--- config.mk ---
export PLATFORM = sky130hd
export DESIGN_NAME = motor_cmd_sequencer_flat
export DESIGN_NICKNAME = d
export VERILOG_FILES = /design/src/rtl/motor_cmd_pkg.sv /design/src/rtl/motor_cmd_sequencer_if.sv /design/src/rtl/motor_ramp_channel.sv /design/src/rtl/motor_cmd_sequencer.sv /design/src/flat_wrapper.sv
export SDC_FILE = /design/constraint.sdc
export NUM_CORES = 1
export LEC_CHECK = 0
export ABC_AREA = 0
export ABC_CLOCK_PERIOD_IN_PS = 6070
export CAP_MARGIN = 20
export CORE_ASPECT_RATIO = 1.2
export CORE_UTILIZATION = 57
export CTS_BUF_LIST = sky130_fd_sc_hd__clkbuf_8
export CTS_CLUSTER_DIAMETER = 40
export CTS_CLUSTER_SIZE = 14
export DETAILED_ROUTE_END_ITERATION = 10
export PLACE_DENSITY = 0.79
export SLEW_MARGIN = 20
export SYNTH_ARGS = -nofsm -noshare
export SYNTH_HDL_FRONTEND = slang
export SYNTH_SLANG_ARGS = --single-unit
--- constraint.sdc ---
create_clock -name clk -period 6.07 [get_ports clk]
set_input_delay 1.214 -clock clk [delete_from_list [all_inputs] [get_ports clk]]
set_output_delay 1.214 -clock clk [all_outputs]
set_load 0.01 [all_outputs]
--- src/rtl/motor_cmd_pkg.sv ---
// Shared types and constants for the motor command sequencer.
// Optional broadcast frames: MOTOR_CMD_BROADCAST_EN.
package motor_cmd_pkg;

  localparam logic [2:0] HDR_PREFIX = 3'b101;
  localparam int NUM_MOTORS = 4;

  typedef enum logic [1:0] {
    ST_IDLE  = 2'd0,
    ST_HDR   = 2'd1,
    ST_APPLY = 2'd2
  } state_t;

  typedef struct packed {
    logic [2:0] prefix;
    logic       bcast;
    logic [1:0] id;
    logic       dir;
    logic       en;
  } hdr_t;

endpackage

--- src/rtl/motor_cmd_sequencer_if.sv ---
// Received-byte stream from the UART into the sequencer.
// The master drives bytes, the slave consumes them.
interface motor_cmd_sequencer_if;
  logic [7:0] rx_data;
  logic       rx_valid;
  logic       rx_perr;

  modport master (output rx_data, output rx_valid, output rx_perr);
  modport slave  (input  rx_data, input  rx_valid, input  rx_perr);
endinterface

--- src/rtl/motor_ramp_channel.sv ---
// One motor: stored command, duty slew toward target, safe reversal.
// Direction flips only once the duty has been ramped to zero.
module motor_ramp_channel #(
  parameter int DUTY_W = 8
) (
  input  logic              clk,
  input  logic              rst_n,
  input  logic              tick,
  input  logic              load,
  input  logic              cmd_en,
  input  logic              cmd_dir,
  input  logic [DUTY_W-1:0] cmd_tgt,
  input  logic              force_zero,
  output logic [DUTY_W-1:0] duty,
  output logic              dir,
  output logic              en
);

  logic [DUTY_W-1:0] tgt, tgt_n, eff, duty_n;
  logic              rdir, rdir_n, dir_c, dir_n, en_n;

  always_comb begin
    tgt_n  = tgt;
    rdir_n = rdir;
    if (load) begin
      tgt_n  = cmd_en ? cmd_tgt : '0;
      rdir_n = cmd_dir;
    end else if (force_zero) begin
      tgt_n = '0;
    end
    dir_c = (load && duty == '0) ? cmd_dir : dir;
    // a pending reversal first drains the duty to zero
    eff = (rdir_n != dir_c) ? '0 : tgt_n;
    duty_n = duty;
    if (tick) begin
      if (duty < eff)
        duty_n = duty + 1'b1;
      else if (duty > eff)
        duty_n = duty - 1'b1;
    end
    dir_n = dir_c;
    if (tick && duty_n == '0 && rdir_n != dir_c)
      dir_n = rdir_n;
    en_n = en;
    if (load && cmd_en)
      en_n = 1'b1;
    else if (duty_n == '0 && tgt_n == '0)
      en_n = 1'b0;
  end

  always_ff @(posedge clk or negedge rst_n) begin
    if (!rst_n) begin
      tgt  <= '0;
      rdir <= 1'b0;
      duty <= '0;
      dir  <= 1'b0;
      en   <= 1'b0;
    end else begin
      tgt  <= tgt_n;
      rdir <= rdir_n;
      duty <= duty_n;
      dir  <= dir_n;
      en   <= en_n;
    end
  end

endmodule

--- src/rtl/motor_cmd_sequencer.sv ---
// Frame parser, inter-byte timer, ramp prescaler and link watchdog.
// MOTOR_CMD_BROADCAST_EN enables bcast headers to all motors.
module motor_cmd_sequencer
  import motor_cmd_pkg::*;
#(
  parameter int DUTY_W     = 8,
  parameter int RAMP_DIV   = 5000,
  parameter int IBYTE_TMO  = 50000,
  parameter int WDT_CYCLES = 25000000
) (
  input  logic                           clk,
  input  logic                           reset,
  motor_cmd_sequencer_if.slave           rx,
  output logic [NUM_MOTORS-1:0]          m_en,
  output logic [NUM_MOTORS-1:0]          m_dir,
  output logic [NUM_MOTORS*DUTY_W-1:0]   m_duty,
  output logic                           cmd_ack,
  output logic                           frame_err,
  output logic                           wdt_trip
);

`ifdef MOTOR_CMD_BROADCAST_EN
  localparam bit BCAST_OK = 1'b1;
`else
  localparam bit BCAST_OK = 1'b0;
`endif

  localparam int IB_W = $clog2(IBYTE_TMO + 1);
  localparam int RD_W = $clog2(RAMP_DIV + 1);
  localparam int WD_W = $clog2(WDT_CYCLES + 1);

  state_t            state;
  logic [4:0]        hdr_q;
  logic [DUTY_W-1:0] tgt_q;
  logic [IB_W-1:0]   ib_cnt;
  logic [RD_W-1:0]   rd_cnt;
  logic [WD_W-1:0]   wd_cnt;
  logic              tick, apply, expire;
  hdr_t              hdr_in;

  assign hdr_in = hdr_t'(rx.rx_data);
  assign apply  = (state == ST_APPLY);
  assign tick   = (rd_cnt == RD_W'(RAMP_DIV - 1));
  // apply beats a coincident expiry
  assign expire = (wd_cnt == WD_W'(WDT_CYCLES - 1)) && !apply;

  always_ff @(posedge clk or negedge reset) begin
    if (!reset) begin
      state     <= ST_IDLE;
      hdr_q     <= '0;
      tgt_q     <= '0;
      ib_cnt    <= '0;
      cmd_ack   <= 1'b0;
      frame_err <= 1'b0;
    end else begin
      cmd_ack   <= 1'b0;
      frame_err <= 1'b0;
      unique case (state)
        ST_IDLE: begin
          if (rx.rx_valid) begin
            if (rx.rx_perr || hdr_in.prefix != HDR_PREFIX ||
                (hdr_in.bcast && !BCAST_OK)) begin
              frame_err <= 1'b1;
            end else begin
              hdr_q  <= rx.rx_data[4:0];
              ib_cnt <= '0;
              state  <= ST_HDR;
            end
          end
        end
        ST_HDR: begin
          if (rx.rx_valid) begin
            if (rx.rx_perr) begin
              frame_err <= 1'b1;
              state     <= ST_IDLE;
            end else begin
              tgt_q   <= rx.rx_data[DUTY_W-1:0];
              cmd_ack <= 1'b1;
              state   <= ST_APPLY;
            end
          end else if (ib_cnt == IB_W'(IBYTE_TMO - 1)) begin
            frame_err <= 1'b1;
            state     <= ST_IDLE;
          end else begin
            ib_cnt <= ib_cnt + 1'b1;
          end
        end
        ST_APPLY: state <= ST_IDLE;
        default:  state <= ST_IDLE;
      endcase
    end
  end

  always_ff @(posedge clk or negedge reset) begin
    if (!reset) begin
      rd_cnt <= '0;
    end else if (tick) begin
      rd_cnt <= '0;
    end else begin
      rd_cnt <= rd_cnt + 1'b1;
    end
  end

  always_ff @(posedge clk or negedge reset) begin
    if (!reset) begin
      wd_cnt   <= '0;
      wdt_trip <= 1'b0;
    end else begin
      if (apply) begin
        wd_cnt   <= '0;
        wdt_trip <= 1'b0;
      end else if (wd_cnt != WD_W'(WDT_CYCLES)) begin
        wd_cnt <= wd_cnt + 1'b1;
      end
      if (expire)
        wdt_trip <= 1'b1;
    end
  end

  for (genvar n = 0; n < NUM_MOTORS; n++) begin : g_ch
    logic sel;
    assign sel = apply && ((BCAST_OK && hdr_q[4]) || hdr_q[3:2] == 2'(n));
    motor_ramp_channel #(.DUTY_W(DUTY_W)) u_ch (
      .clk        (clk),
      .rst_n      (reset),
      .tick       (tick),
      .load       (sel),
      .cmd_en     (hdr_q[0]),
      .cmd_dir    (hdr_q[1]),
      .cmd_tgt    (tgt_q),
      .force_zero (expire),
      .duty       (m_duty[n*DUTY_W +: DUTY_W]),
      .dir        (m_dir[n]),
      .en         (m_en[n])
    );
  end

endmodule

--- src/flat_wrapper.sv ---
// flat-port wrapper written by rule: the top's interface ports become plain ports
module motor_cmd_sequencer_flat import motor_cmd_pkg::*;
#(
  parameter int DUTY_W     = 8,
  parameter int RAMP_DIV   = 5000,
  parameter int IBYTE_TMO  = 50000,
  parameter int WDT_CYCLES = 25000000
)
  (clk, reset, m_en, m_dir, m_duty, cmd_ack, frame_err, wdt_trip, rx_rx_data, rx_rx_valid, rx_rx_perr);
  motor_cmd_sequencer_if rx_i ();
  input  logic clk;
  input  logic reset;
  output logic [NUM_MOTORS-1:0] m_en;
  output logic [NUM_MOTORS-1:0] m_dir;
  output logic [NUM_MOTORS*DUTY_W-1:0] m_duty;
  output logic cmd_ack;
  output logic frame_err;
  output logic wdt_trip;
  input wire logic [$bits(rx_i.rx_data)-1:0] rx_rx_data;
  input wire logic [$bits(rx_i.rx_valid)-1:0] rx_rx_valid;
  input wire logic [$bits(rx_i.rx_perr)-1:0] rx_rx_perr;
  assign rx_i.rx_data = rx_rx_data;
  assign rx_i.rx_valid = rx_rx_valid;
  assign rx_i.rx_perr = rx_rx_perr;
  motor_cmd_sequencer #(.DUTY_W(DUTY_W), .RAMP_DIV(RAMP_DIV), .IBYTE_TMO(IBYTE_TMO), .WDT_CYCLES(WDT_CYCLES)) u_core (.clk(clk), .reset(reset), .rx(rx_i), .m_en(m_en), .m_dir(m_dir), .m_duty(m_duty), .cmd_ack(cmd_ack), .frame_err(frame_err), .wdt_trip(wdt_trip));
endmodule
Word level (Yosys, flattened, before mapping)
Index checks and enable logic that the tools add are counted.
- input bits: 12
- output and inout bits: 43
- logic and storage cells: 192
- register bits after elaboration: 147
- $lt $le $gt $ge: 8
- equality and inequality tests: 19
- $add $sub $neg: 11
- reductions and logical operators: 53
- bitwise operators: 2
- muxes and demuxes: 70
- operators by type and width (operator ; count):
    $mux 8 ; 25
    $logic_not 8->1 ; 12
    $mux 16 ; 4
    $mux 25 ; 2
    $add 8x1->8 const B ; 4
    $gt 8x8->1 ; 4
    $lt 8x8->1 ; 4
    $pmux 16 s2 ; 1
    $sub 8x1->8 const B ; 4
    $mux 1 ; 30
    $add 25x1->25 const B ; 1
    $eq 25x25->1 const B ; 1
    $logic_and 1x1->1 ; 25
    $ne 25x25->1 const B ; 1
    $add 16x1->16 const B ; 1
    $eq 16x16->1 const B ; 1
    $reduce_bool 2->1 ; 7
    $add 13x1->13 const B ; 1
    $eq 13x13->1 const B ; 1
    $mux 13 ; 1
    $mux 2 ; 5
    $reduce_and 3->1 ; 3
    $ne 2x2->1 const B ; 4
    $eq 2x2->1 const B ; 3
    other kinds (11) ; 18

Logic depth before layout (Yosys ltp)
Gate-level depths: netlist of the first run.
- word-level depth: 14
- gate-level depth with buffers: 17
- gate-level depth less buffers: 16

Modules after synthesis
A second synthesis of the first run with hierarchy kept.
- cells, all modules: 990
- area, all modules: 9441.6 µm²
- modules (own cells, without submodules) (module ; cells each ; times used ; sequential area each (µm²) ; area an instance (µm²)):
    motor_ramp_channel ; 158 ; 4 ; 475.5 ; 1441.4
    motor_cmd_sequencer ; 358 ; 1 ; 1776.7 ; 3676.0

Least setup slack after synthesis of the first run
Ideal clock, no wire load.
- path type: register to register
- from: reg u_core.wd_cnt[2]
- to: reg u_core.g_ch[2].u_ch.dir
- path buffers: 1
- arrival: 4149 ps
- period minus slack after synthesis: 4229 ps
- data required time: 5991 ps
- library setup time: 79 ps
- stages on the path, launching flop included: 17
- path slack: 1841 ps
- cells stage by stage: dfrtp_1 and4_1 clkbuf_1 nand3b_1 nor4_1 nor2_1 a22o_1 nand2_1 ha_1 and4_1 a21oi_1 nand3_2 mux2i_1 xor2_1 or4_1 nor4_1 mux2i_1
- longest elaborated chain between the ends: 13
- elaborated cells between the ends (all ways): 14
- those cells by class: order compare: 2; eq/ne: 1; mux: 7; reduce/logical: 4
- RTL lines (item ; RTL line ; source):
    start: declaration ; motor_cmd_sequencer.sv:37 ; logic [WD_W-1:0] wd_cnt;
    start signal: assignment ; motor_cmd_sequencer.sv:113 ; wd_cnt <= wd_cnt + 1'b1;
    $eq 25x25->1 * ; motor_cmd_sequencer.sv:45 ; assign expire = (wd_cnt == WD_W'(WDT_CYCLES - 1)) && !apply;
    $logic_and 1x1->1 * ; motor_cmd_sequencer.sv:45 ;
    $mux 8 * ; motor_ramp_channel.sv:28 ; end else if (force_zero) begin
    $mux 8 * ; motor_ramp_channel.sv:25 ; if (load) begin
    net u_core.g_ch[2].u_ch.tgt_n[7] ; motor_ramp_channel.sv:19 ; logic [DUTY_W-1:0] tgt, tgt_n, eff, duty_n;
    $mux 8 * ; motor_ramp_channel.sv:33 ; eff = (rdir_n != dir_c) ? '0 : tgt_n;
    $gt 8x8->1 ; motor_ramp_channel.sv:38 ; else if (duty > eff)
    $mux 8 ; motor_ramp_channel.sv:38 ;
    $mux 8 * ; motor_ramp_channel.sv:36 ; if (duty < eff)
    $mux 8 * ; motor_ramp_channel.sv:35 ; if (tick) begin
    net u_core.g_ch[2].u_ch.duty_n[2] ; motor_ramp_channel.sv:19 ;
    $logic_not 8->1 * ; motor_ramp_channel.sv:42 ; if (tick && duty_n == '0 && rdir_n != dir_c)
    $logic_and 1x1->1 * (2 in series) ; motor_ramp_channel.sv:42 ;
    $mux 1 * ; motor_ramp_channel.sv:42 ;
    net u_core.g_ch[2].u_ch.dir_n ; motor_ramp_channel.sv:20 ; logic rdir, rdir_n, dir_c, dir_n, en_n;
    end signal: assignment ; motor_ramp_channel.sv:62 ; dir <= dir_n;
    end: declaration ; motor_ramp_channel.sv:15 ; output logic dir,
The timed path passes the listed nets; every way through them passes the cells marked *.
A chain may end at the register's enable or synchronous reset.

Worst setup path after layout of the first run
- from: reg u_core.state[0]
- to: reg u_core.g_ch[1].u_ch.en
- longest elaborated chain between the ends: 13
- elaborated cells between the ends (all ways): 22
- those cells by class: order compare: 2; eq/ne: 2; mux: 9; reduce/logical: 9
- RTL lines (item ; RTL line ; source):
    start: declaration ; motor_cmd_sequencer.sv:32 ; state_t state;
    start signal: assignment ; motor_cmd_sequencer.sv:49 ; state <= ST_IDLE;
    start signal: assignment ; motor_cmd_sequencer.sv:67 ; state <= ST_HDR;
    start signal: assignment ; motor_cmd_sequencer.sv:75 ; state <= ST_IDLE;
    $eq 2x2->1 * ; motor_cmd_sequencer.sv:42 ; assign apply = (state == ST_APPLY);
    $logic_not 1->1 / $logic_and 1x1->1 (equally long branches) ; motor_cmd_sequencer.sv:45, motor_cmd_sequencer.sv:122 ;
    $logic_and 1x1->1, on equally long branches ; motor_cmd_sequencer.sv:45, motor_ramp_channel.sv:31 ;
    $mux 8 / $mux 1 (equally long branches) ; motor_ramp_channel.sv:28, motor_ramp_channel.sv:31 ;
    $mux 8 / $ne 1x1->1 (equally long branches) ; motor_ramp_channel.sv:25, motor_ramp_channel.sv:33 ;
    $mux 8 ; motor_ramp_channel.sv:33 ;
    $gt 8x8->1 ; motor_ramp_channel.sv:38 ;
    $mux 8 ; motor_ramp_channel.sv:38 ;
    $mux 8 ; motor_ramp_channel.sv:36 ;
    $mux 8 ; motor_ramp_channel.sv:35 ;
    $logic_not 8->1 ; motor_ramp_channel.sv:47 ; else if (duty_n == '0 && tgt_n == '0)
    $logic_and 1x1->1 ; motor_ramp_channel.sv:47 ;
    $reduce_bool 2->1 (no source line) ; - ;
    end signal: assignment ; motor_ramp_channel.sv:63 ; en <= en_n;
    end: declaration ; motor_ramp_channel.sv:16 ; output logic en
Every way passes the cells marked *; elsewhere a longest branch is shown, timed or not.

==> results of run 1 <==
==> sequential cells by signal (all words and copies together) (netlist names) <==
name,flops
u_core.state,2
u_core.g_ch.u_ch.tgt,32
u_core.tgt_q,8
u_core.rd_cnt,13
u_core.g_ch.u_ch.en,4
u_core.wdt_trip,1
u_core.wd_cnt,25
u_core.g_ch.u_ch.duty,32
u_core.g_ch.u_ch.dir,4
u_core.g_ch.u_ch.rdir,4
u_core.ib_cnt,16
u_core.frame_err,1
u_core.cmd_ack,1
u_core.hdr_q,4
==> cell type report <==
cell class | count | area (sq um)
clock inverter | 14 | 165
timing repair buffer | 59 | 577
multi-input combinational | 681 | 4670
clock buffer | 18 | 248
inverter | 26 | 97.6
tap | 200 | 250
sequential | 147 | 3680
fill | 1205 | 4900
==> path summary, 6_finish.rpt <==
path                                                  to  slack (ns)
max in group asynchronous       u_core.g_ch[0].u_ch.rdir        4.05
worst min-delay path              u_core.g_ch[3].u_ch.en        0.49
worst max-delay path              u_core.g_ch[1].u_ch.en        1.05
worst max register to register    u_core.g_ch[1].u_ch.en        1.05
worst min register to register    u_core.g_ch[3].u_ch.en        0.49
min in group asynchronous              u_core.ib_cnt[12]        0.85
==> placed cells by master, fill, tap and decap left out, types with 4 or more instances in the layout <==
master           instances
a211oi_1                 5
a21o_1                   5
a21oi_1                 32
a22o_1                  32
and2_1                  11
and3_1                  25
and4_1                   5
buf_4                    4
clkbuf_8                18
clkdlybuf4s50_1         53
clkinv_4                 4
dfrtp_1                147
ha_1                    48
inv_1                   28
mux2_2                  14
mux2i_1                 23
nand2_1                 71
nand2b_1                 5
nand3_1                 43
nand3b_1                 5
nand4_1                 34
nor2_1                  76
nor2b_1                  7
nor3_1                  15
nor3b_1                  8
nor4_1                  30
o2111ai_1                6
o211ai_1                 9
o21ai_0                 24
or2_2                    9
or3_1                   19
or4_1                    6
xnor2_1                 23
xor2_1                  39
==> routing by layer <==
metal,vias to the layer above,GRT usage,share of wire
met5,-,0,0
met3,49,0.0469,0.047
met2,208,0.444,0.48
li1,3352,-,-
met4,0,0.136,0.031
met1,3385,0.352,0.44
==> power by group through the flow <==
stage | clock network [mW] | logic [mW] | registers (mW)
2_1_floorplan | 0 | 0.124 | 1.08
3_3_place_gp | 0 | 0.171 | 1.11
3_5_place_dp | 0 | 0.175 | 1.11
4_1_cts | 0.806 | 0.176 | 1.09
5_1_grt | 0.850 | 0.198 | 1.10
6_report | 0.787 | 0.174 | 1.10
==> per-stage QoR <==
| stage | setup slack, ns | total power, mW | hold slack, ns | std cells | cell area (sq um) |
|---|---|---|---|---|---|
| 2_1_floorplan | 1.84 | 1.21 | 0.447 | 892 | 8640 |
| 3_3_place_gp | 0.910 | 1.28 | 0.466 | 1112 | 9270 |
| 3_5_place_dp | 1.21 | 1.29 | 0.481 | 1113 | 9280 |
| 4_1_cts | 1.14 | 2.08 | 0.496 | 1145 | 9690 |
| 5_1_grt | 0.805 | 2.15 | 0.513 | 1145 | 9690 |
| 6_report | 1.05 | 2.06 | 0.488 | 1145 | 9690 |
==> cells by family (layout without fill, tap and decap cells) <==
group                      count (synthesis)  after routing  share of synthesized area
and+or+nand+nor                          388            388                      0.245
DFF                                      147            147                      0.426
AOI/OAI and AO/OA                        146            146                      0.119
buffers and inverters                     64            117                     0.0333
xor gates and xnor gates                  62             62                     0.0629
adders and majority gates                 48             48                     0.0695
muxes                                     37             37                     0.0449
==> synthesized netlist by cell type, types with 4 or more instances <==
cell / n / area [sq um]
dfrtp_1: 147 / 3680
a22o_1: 32 / 280
xor2_1: 39 / 342
buf_1: 4 / 15.0
o211ai_1: 9 / 67.6
xnor2_1: 23 / 201
mux2i_1: 23 / 230
inv_1: 26 / 97.6
and2_1: 11 / 68.8
nor2b_1: 8 / 50.1
o2111ai_1: 6 / 52.6
nor3_1: 15 / 75.1
nand3_1: 43 / 215
or3_1: 19 / 119
nand2_1: 71 / 267
nor2_1: 76 / 285
ha_1: 48 / 601
or4_1: 6 / 45.0
and4_1: 5 / 43.8
or2_2: 9 / 56.3
a21o_1: 5 / 37.5
nand3b_1: 5 / 37.5
nor4_1: 30 / 188
o21ai_0: 24 / 120
buf_4: 10 / 75.1
nand4_1: 34 / 213
nand2b_1: 5 / 31.3
a211oi_1: 5 / 37.5
clkbuf_1: 21 / 78.8
a21oi_1: 32 / 160
and3_1: 25 / 156
nor3b_1: 8 / 60.1
mux2_2: 14 / 158
==> worst reg2reg max path: cells and delay by family, from the launching register on <==
kind            cells  cell delay, ns
simple gates        9            2.74
flops               1            0.45
xor+xnor            1            0.56
fa+ha+maj           1            0.30
compound gates      3            0.65
mux                 1            0.20
==> results by stage, run 1 <==
Pwr:
- The internal power of the cells totals 1.52 mW.
- The share of total power dissipated in sequential elements is 0.533.
- The static power due to leakage is 4.42 nW.
- The switching share of power is 0.262.
- The share of total power dissipated in the clock network is 0.383.
- The total power per unit cell area is 212 nW/um^2.
- The analysis attributes to net switching a power of 0.539 mW.
- The peak ir drop on the vdd network is 0.138 mV.
- The combinational share of power is 0.084.

Global routing:
- The number of antenna violations at the first check in global routing is 0.
- Global routing finished with a remaining overflow of 0.
- For this run, the total global-route usage over all layers was measured as 0.273.
- Entering global routing, the biggest net connects 96 pins.
- The first global-routing pass estimated 33000 um of wire.
- The via count of the first global-routing pass is 6836.

Setup path:
- In this design, the stage delay of the slowest critical-path cell is 0.64 ns.
- STA classifies the critical path startpoint as a flop.
- The data required time of the worst path is 6.40 ns.
- The kind of critical path is flop to flop.
- The critical path runs through a total of 15 cells.
- The critical path goes through nand2b_1 -> nor3b_1 -> nand4_1 -> mux2i_1 -> xnor2_1 -> nand2_1 -> ha_1 -> nor2b_1 -> o211ai_1 -> a21oi_1 -> or4_4 -> and3_4 -> nor4_4 -> a41oi_1 -> or3_1.
- The critical path starts at u_core.state[0].
- Data on the critical path arrives at its endpoint at 5.35 ns.
- In this run the critical register-to-register path is launched from u_core.state[0].
- The top cell family by delay on the critical path is simple AND/OR/NAND/NOR gates.
- Along the worst path, the maximum fanout reaches 11.
- The critical path endpoint category is a flop.
- The slowest cell on the critical path is nor3b_1.
- Measured in cells, the most critical reg-to-reg path has a length of 15.
- The number of buffers and inverters on the critical path is 0.

Finish:
- The final layout net count is 992.
- The area added between synthesis and finish is 12.2%.
- Once layout is complete, the utilization of the core stands at 0.664.
- The layout cell share with drive strength beyond 1 is 0.0730.
- The antenna diode instance count is 0.

CTS:
- The clock drives 147 sinks.
- TritonCTS created 17 clock buffers.
- The H-tree depth reported by CTS is 4.
- The clock transition at the registers of the reported paths is 0.08 ns.
- Post-CTS repair changed the size of 0 cells.
- The number of hold buffers added after CTS is 0.
- The root buffer cell chosen for the clock tree is clkbuf_8.
- TritonCTS built the clock tree.
- The later pin in the worst-skew pair is clocked with a latency of 0.46 ns.
- Post-CTS timing repair inserted 0 buffers for setup.
- Counting along the longest clock path gives a buffer depth of 2.

Synth:
- The number of nets in the synthesized netlist is 952.
- The post-synthesis cell count is 892.
- Counting flops with a built-in enable in the synthesized netlist gives 0.
- A synthesized cell averages 9.68 sq um.
- In this run the cell area of the synthesized design comes to 8640 sq um.
- Of the synthesized area, sequential elements account for 0.426.
- After synthesis the netlist holds a flip-flop and latch count of 147.
- Among all flip-flop cells after synthesis, the most frequent one is dfrtp_1.
- During synthesis, Yosys emitted a total of 0 warnings.
- The count of cell types in the netlist is 67.
- The share of async-settable or async-resettable flops after synthesis is 1.00.

Route:
- The via density per instance is 6.11.
- The pre-antenna-repair detailed-routing pass consisted of 5 iterations.
- After detailed routing, the number of remaining DRC violations is 0.
- The number of nets still failing antenna checks after routing is 0.
- Wires add up to 19800 um.
- In this run, the number of DRC markers left after iteration 0 of detailed routing was 519.
- The via total after detailed routing is 6994.
- The routed length per placed instance is 17.3 um.

STA:
- Dividing the final minimum period by the clock period gives 0.826.
- The final hold violation count is 0.
- The worst-margin pin slew is 0.832 ns.
- Derived from the worst setup path, the maximum achievable clock frequency is 199 MHz.
- The final number of max-transition violations was 0.
- The total setup violations reported at the end of the flow is 0.
- For the final routed database, the setup TNS stands at 0 ns.
- Headroom to the max-slew limit came out at 0.445.
- Setup repair after global routing left no endpoint under its margin.
- The routed design could run at a clock period as short as 5.02 ns.
- Clock skew on the completed layout was measured at 0.0125 ns.

Die:
- The core region is 14600 sq um.
- The number of I/O pins is 55.
- The die is 137 um tall.
- The starting utilization of the core area is 0.592.
- The die covers 15700 sq um.
- The floorplan has 48 rows.
- The floorplan step set the die width to 114 um.

Hold path:
- The count of cells along the worst hold path is 1.
- The hold path startpoint is u_core.g_ch[3].u_ch.en.
- The path category of the worst min-delay check is flop to flop.

Status:
- The run finished with clean final reports.

Place:
- The placer congestion estimate is 0.927.
- The number of buffer cells added on primary ports is 54.
- The detailed-placement wirelength estimate is 14000 um.

Flow run:
- Max-cap violations in this run came to 0.
(Power assumes the default switching activity.)
==> inputs of run 2 (changes only) <==
ABC_CLOCK_PERIOD_IN_PS = 4350   (was 6070)
CORE_UTILIZATION = 56   (was 57)
PLACE_DENSITY = 0.81   (was 0.79)
clock period = 4.35 ns   (was 6.07 ns; I/O delays follow)
==> run 2 against run 1 <==
Compared with the run above:
- non-clock buffer count grew 44
- largest cell class unchanged
- highest routed layer unchanged
- fmax grew 17%
- power grew 44%
- via count grew 5.0%
- critical path type unchanged
==> results by stage, run 2 (synthesis results as in run 1) <==
STA:
- The final period demand of the worst path came to 4.28 ns (-0.732 ns).
- The maximum operating frequency is 233 MHz (+17%).
- The largest clock skew in the final design is 0.0139 ns (+0.00139 ns).
- The worst-margin pin slew is 0.808 ns (-0.0245 ns).
- The final number of max-transition violations came to 0 (unchanged).
- Setup repair after global routing could not meet its margin everywhere.
- The relative slew slack is 0.461 (+0.0163).
- The final hold violation count is 0 (unchanged).
- The total setup violations reported at the end of the flow came to 0 (unchanged).
- The ratio of final minimum period to clock period is 0.985 (+0.159).
- The minimum setup slack in the final design was 0.0656 ns (-0.988 ns).

Place:
- The placer congestion estimate was 0.961 (+3.7%).
- The count of placed standard cells including taps is 1154 (+3.7%).
- The worst slack at placement is -0.0977 ns (-1.31 ns).
- The detailed-placement wirelength estimate is 14500 um (+3.1%).
- The number of buffer cells added on primary ports is 54 (unchanged).

CTS:
- The number of hold buffers added after CTS was 0 (unchanged).
- The H-tree depth reported by CTS came to 4 (unchanged).
- The clock root buffer master is clkbuf_8.
- The insertion delay of the later-clocked pin in the worst-skew pair is 0.45 ns (about the same).
- The maximum number of buffers from clock root to sink is 2 (unchanged).
- The number of clock buffers inserted by TritonCTS came to 17 (unchanged).
- The number of clock sinks is 147 (unchanged).
- The clock transition at the registers of the reported paths was 0.09 ns (about the same).
- TritonCTS built the clock tree.

Route:
- The routed length per placed instance was 17.8 um (+2.8%).
- The count of unresolved DRC violations after routing was 0 (unchanged).
- The via total after detailed routing came to 7343 (+5.0%).
- The first-iteration detailed-routing DRC count was 615 (+18%).
- The number of nets still failing antenna checks after routing is 0 (unchanged).
- The total iterations of the first detailed-routing run is 7 (+2).
- The routed wire length is 21200 um (+7.2%).
- The via density per instance is 6.16 (+0.77%).

Die:
- The total die area is 15900 sq um (+1.8%).
- The site row count is 49 (+2.1%).
- The area of the core is 15000 sq um (+2.9%).
- The die width is 115 um (+0.87%).
- The starting utilization of the core area came to 0.575 (-0.0168).
- The die boundary height came to 138 um (+0.88%).
- The number of I/O pins is 55 (unchanged).

Finish:
- The final layout net count is 1036 (+4.4%).
- The largest registers in the layout are u_core.g_ch.u_ch.duty: 32 flops, u_core.g_ch.u_ch.tgt: 32 flops, u_core.wd_cnt: 25 flops.
- In the layout the commonest cells are dfrtp_1, nand2_1, nor2_1.
- The antenna diode instance count came to 0 (unchanged).
- The filler cell count came to 1135 (-5.8%).
- The number of standard cells in the final layout excluding fillers is 1193 (+4.2%).
- Leaving out fill and tap cells, the most frequent cell in the layout is dfrtp_1.
- The layout cell share with drive strength beyond 1 was 0.160 (+0.0867).
- From synthesis to final layout, the design area changed by 19.1%.
- The post-route core utilization came to 0.685 (+0.0208).

Setup path:
- The most numerous cell type found on the critical path is mux2i_1.
- The sort of element at the start of the critical path is a flop.
- The data arrival time of the critical path was 4.66 ns (-0.69 ns).
- The startpoint identified for the worst register-to-register timing path is u_core.g_ch[2].u_ch.duty[3].
- The maximum single-stage delay on the critical path is 0.52 ns (-0.12 ns).
- The slowest cell on the critical path is or4_4.
- The endpoint identified for the worst register-to-register timing path is u_core.g_ch[2].u_ch.dir.
- The data required time of the worst path is 4.73 ns (-1.67 ns).
- The signal on the critical path passes through nor4_2 -> nor2b_2 -> nand4b_1 -> mux2i_2 -> xnor2_2 -> nand2_1 -> ha_4 -> and4_1 -> o2111ai_2 -> nand3_4 -> mux2i_1 -> xor2_1 -> or4_4 -> nor4_4 -> mux2i_1.
- The worst reg2reg path depth is 15 (unchanged).
- The worst path buffer plus inverter count is 0 (unchanged).
- The maximum fanout encountered on the critical timing path came to 8 (-3).
- The cell family contributing the most delay on the critical path is simple AND/OR/NAND/NOR gates.
- The worst setup path is captured at a flop.
- The register-to-register path setup slack is 0.07 ns (-0.99 ns).
- The worst setup path is of the flop to flop kind.

Status:
- The flow ran to the end, and the final reports show no timing, DRC or antenna violations.

Hold path:
- The tightest min-delay check is of the primary input to async pin type.

Pwr:
- The total power per unit cell area was 287 nW/um^2 (+35%).
- The power after layout is 2.95 mW (+44%).
- The peak ir drop on the vdd network is 0.185 mV (+34%).
- The static power due to leakage was 4.70 nW (+6.2%).

Global routing:
- The global router's overall resource usage is 0.269 (-0.00414).
- The pin count of the biggest net entering global routing came to 89 (-7.3%).
- The via count of the first global-routing pass was 7010 (+2.5%).
- After global routing, the most crowded layer is met2.
- The wire length of the first global-routing pass is 33800 um (+2.5%).
- The number of antenna violations at the first check in global routing is 0 (unchanged).
- The met2 demand-to-capacity share in global routing was 0.444 (about the same).
- The global-route track usage on met1 is 0.346 (-0.00620).
- The total congestion overflow after global routing is 0 (unchanged).
- The met3 global-route usage is 0.0430 (-0.00398).

Flow run:
- The number of max-capacitance violations reported is 0 (unchanged).
[run 2: cell types whose count changed in the layout (fill, tap and decap cells not counted), sizes merged]
cell      change
clkbuf        -1
buf          +44
clkinv        -1
clkinvlp      -2
inv           +4
[run 2: power by group]
group	total [mW]	internal, mW	switching, mW	leakage (nW)
logic	0.268	0.127	0.141	2.48
clock network	1.15	0.586	0.565	0.217
registers	1.53	1.43	0.100	2.00
total	2.95	2.14	0.806	4.70
[run 2: final cells by class]
cell class,instances,area (sq um),area share
multi-input combinational,681,4900,0.476
sequential,147,3680,0.358
clock inverter,15,198,0.0192
clock buffer,17,234,0.0227
tap,204,255,0.0248
timing repair buffer,103,926,0.0900
inverter,26,97.6,0.00949
[run 2: worst max path at each step]
stage	from	endpoint	slack (ns)	depth (start not counted)
2_1_floorplan	u_core.wd_cnt[2]	u_core.g_ch[2].u_ch.dir	0.12	16
3_3_place_gp	u_core.g_ch[2].u_ch.duty[4]	u_core.g_ch[2].u_ch.dir	-0.02	15
3_5_place_dp	u_core.g_ch[2].u_ch.duty[4]	u_core.g_ch[2].u_ch.dir	-0.1	15
4_1_cts	u_core.wd_cnt[2]	u_core.g_ch[2].u_ch.dir	0.04	16
5_1_grt	u_core.g_ch[2].u_ch.duty[3]	u_core.g_ch[2].u_ch.dir	-0.17	15
6_report	u_core.g_ch[2].u_ch.duty[3]	u_core.g_ch[2].u_ch.dir	0.07	15
[run 2: through the flow]
step | area, sq um | TNS [ns] | hold WS [ns]
2_1_floorplan | 8640 | 0 | 0.447
3_3_place_gp | 9580 | -0.0202 | 0.466
3_5_place_dp | 9580 | -0.145 | 0.476
5_1_grt | 10300 | -0.525 | 0.516
4_1_cts | 10000 | 0 | 0.487
6_report | 10300 | 0 | 0.464
[run 2: timing repair]
item	in CTS	in global routing
buffers inserted	1	6
gates resized for setup	2	46
gates cloned	0	0
endpoints found under the setup margin	2	8
pin swaps	0	16
[run 2: layer usage]
layer	wire (um)	vias to the layer above	part of all wire
met3	1090	57	0.051
met5	0	-	0
met1	8890	3602	0.42
li1	-	3438	-
met4	610	0	0.029
met2	10600	246	0.50
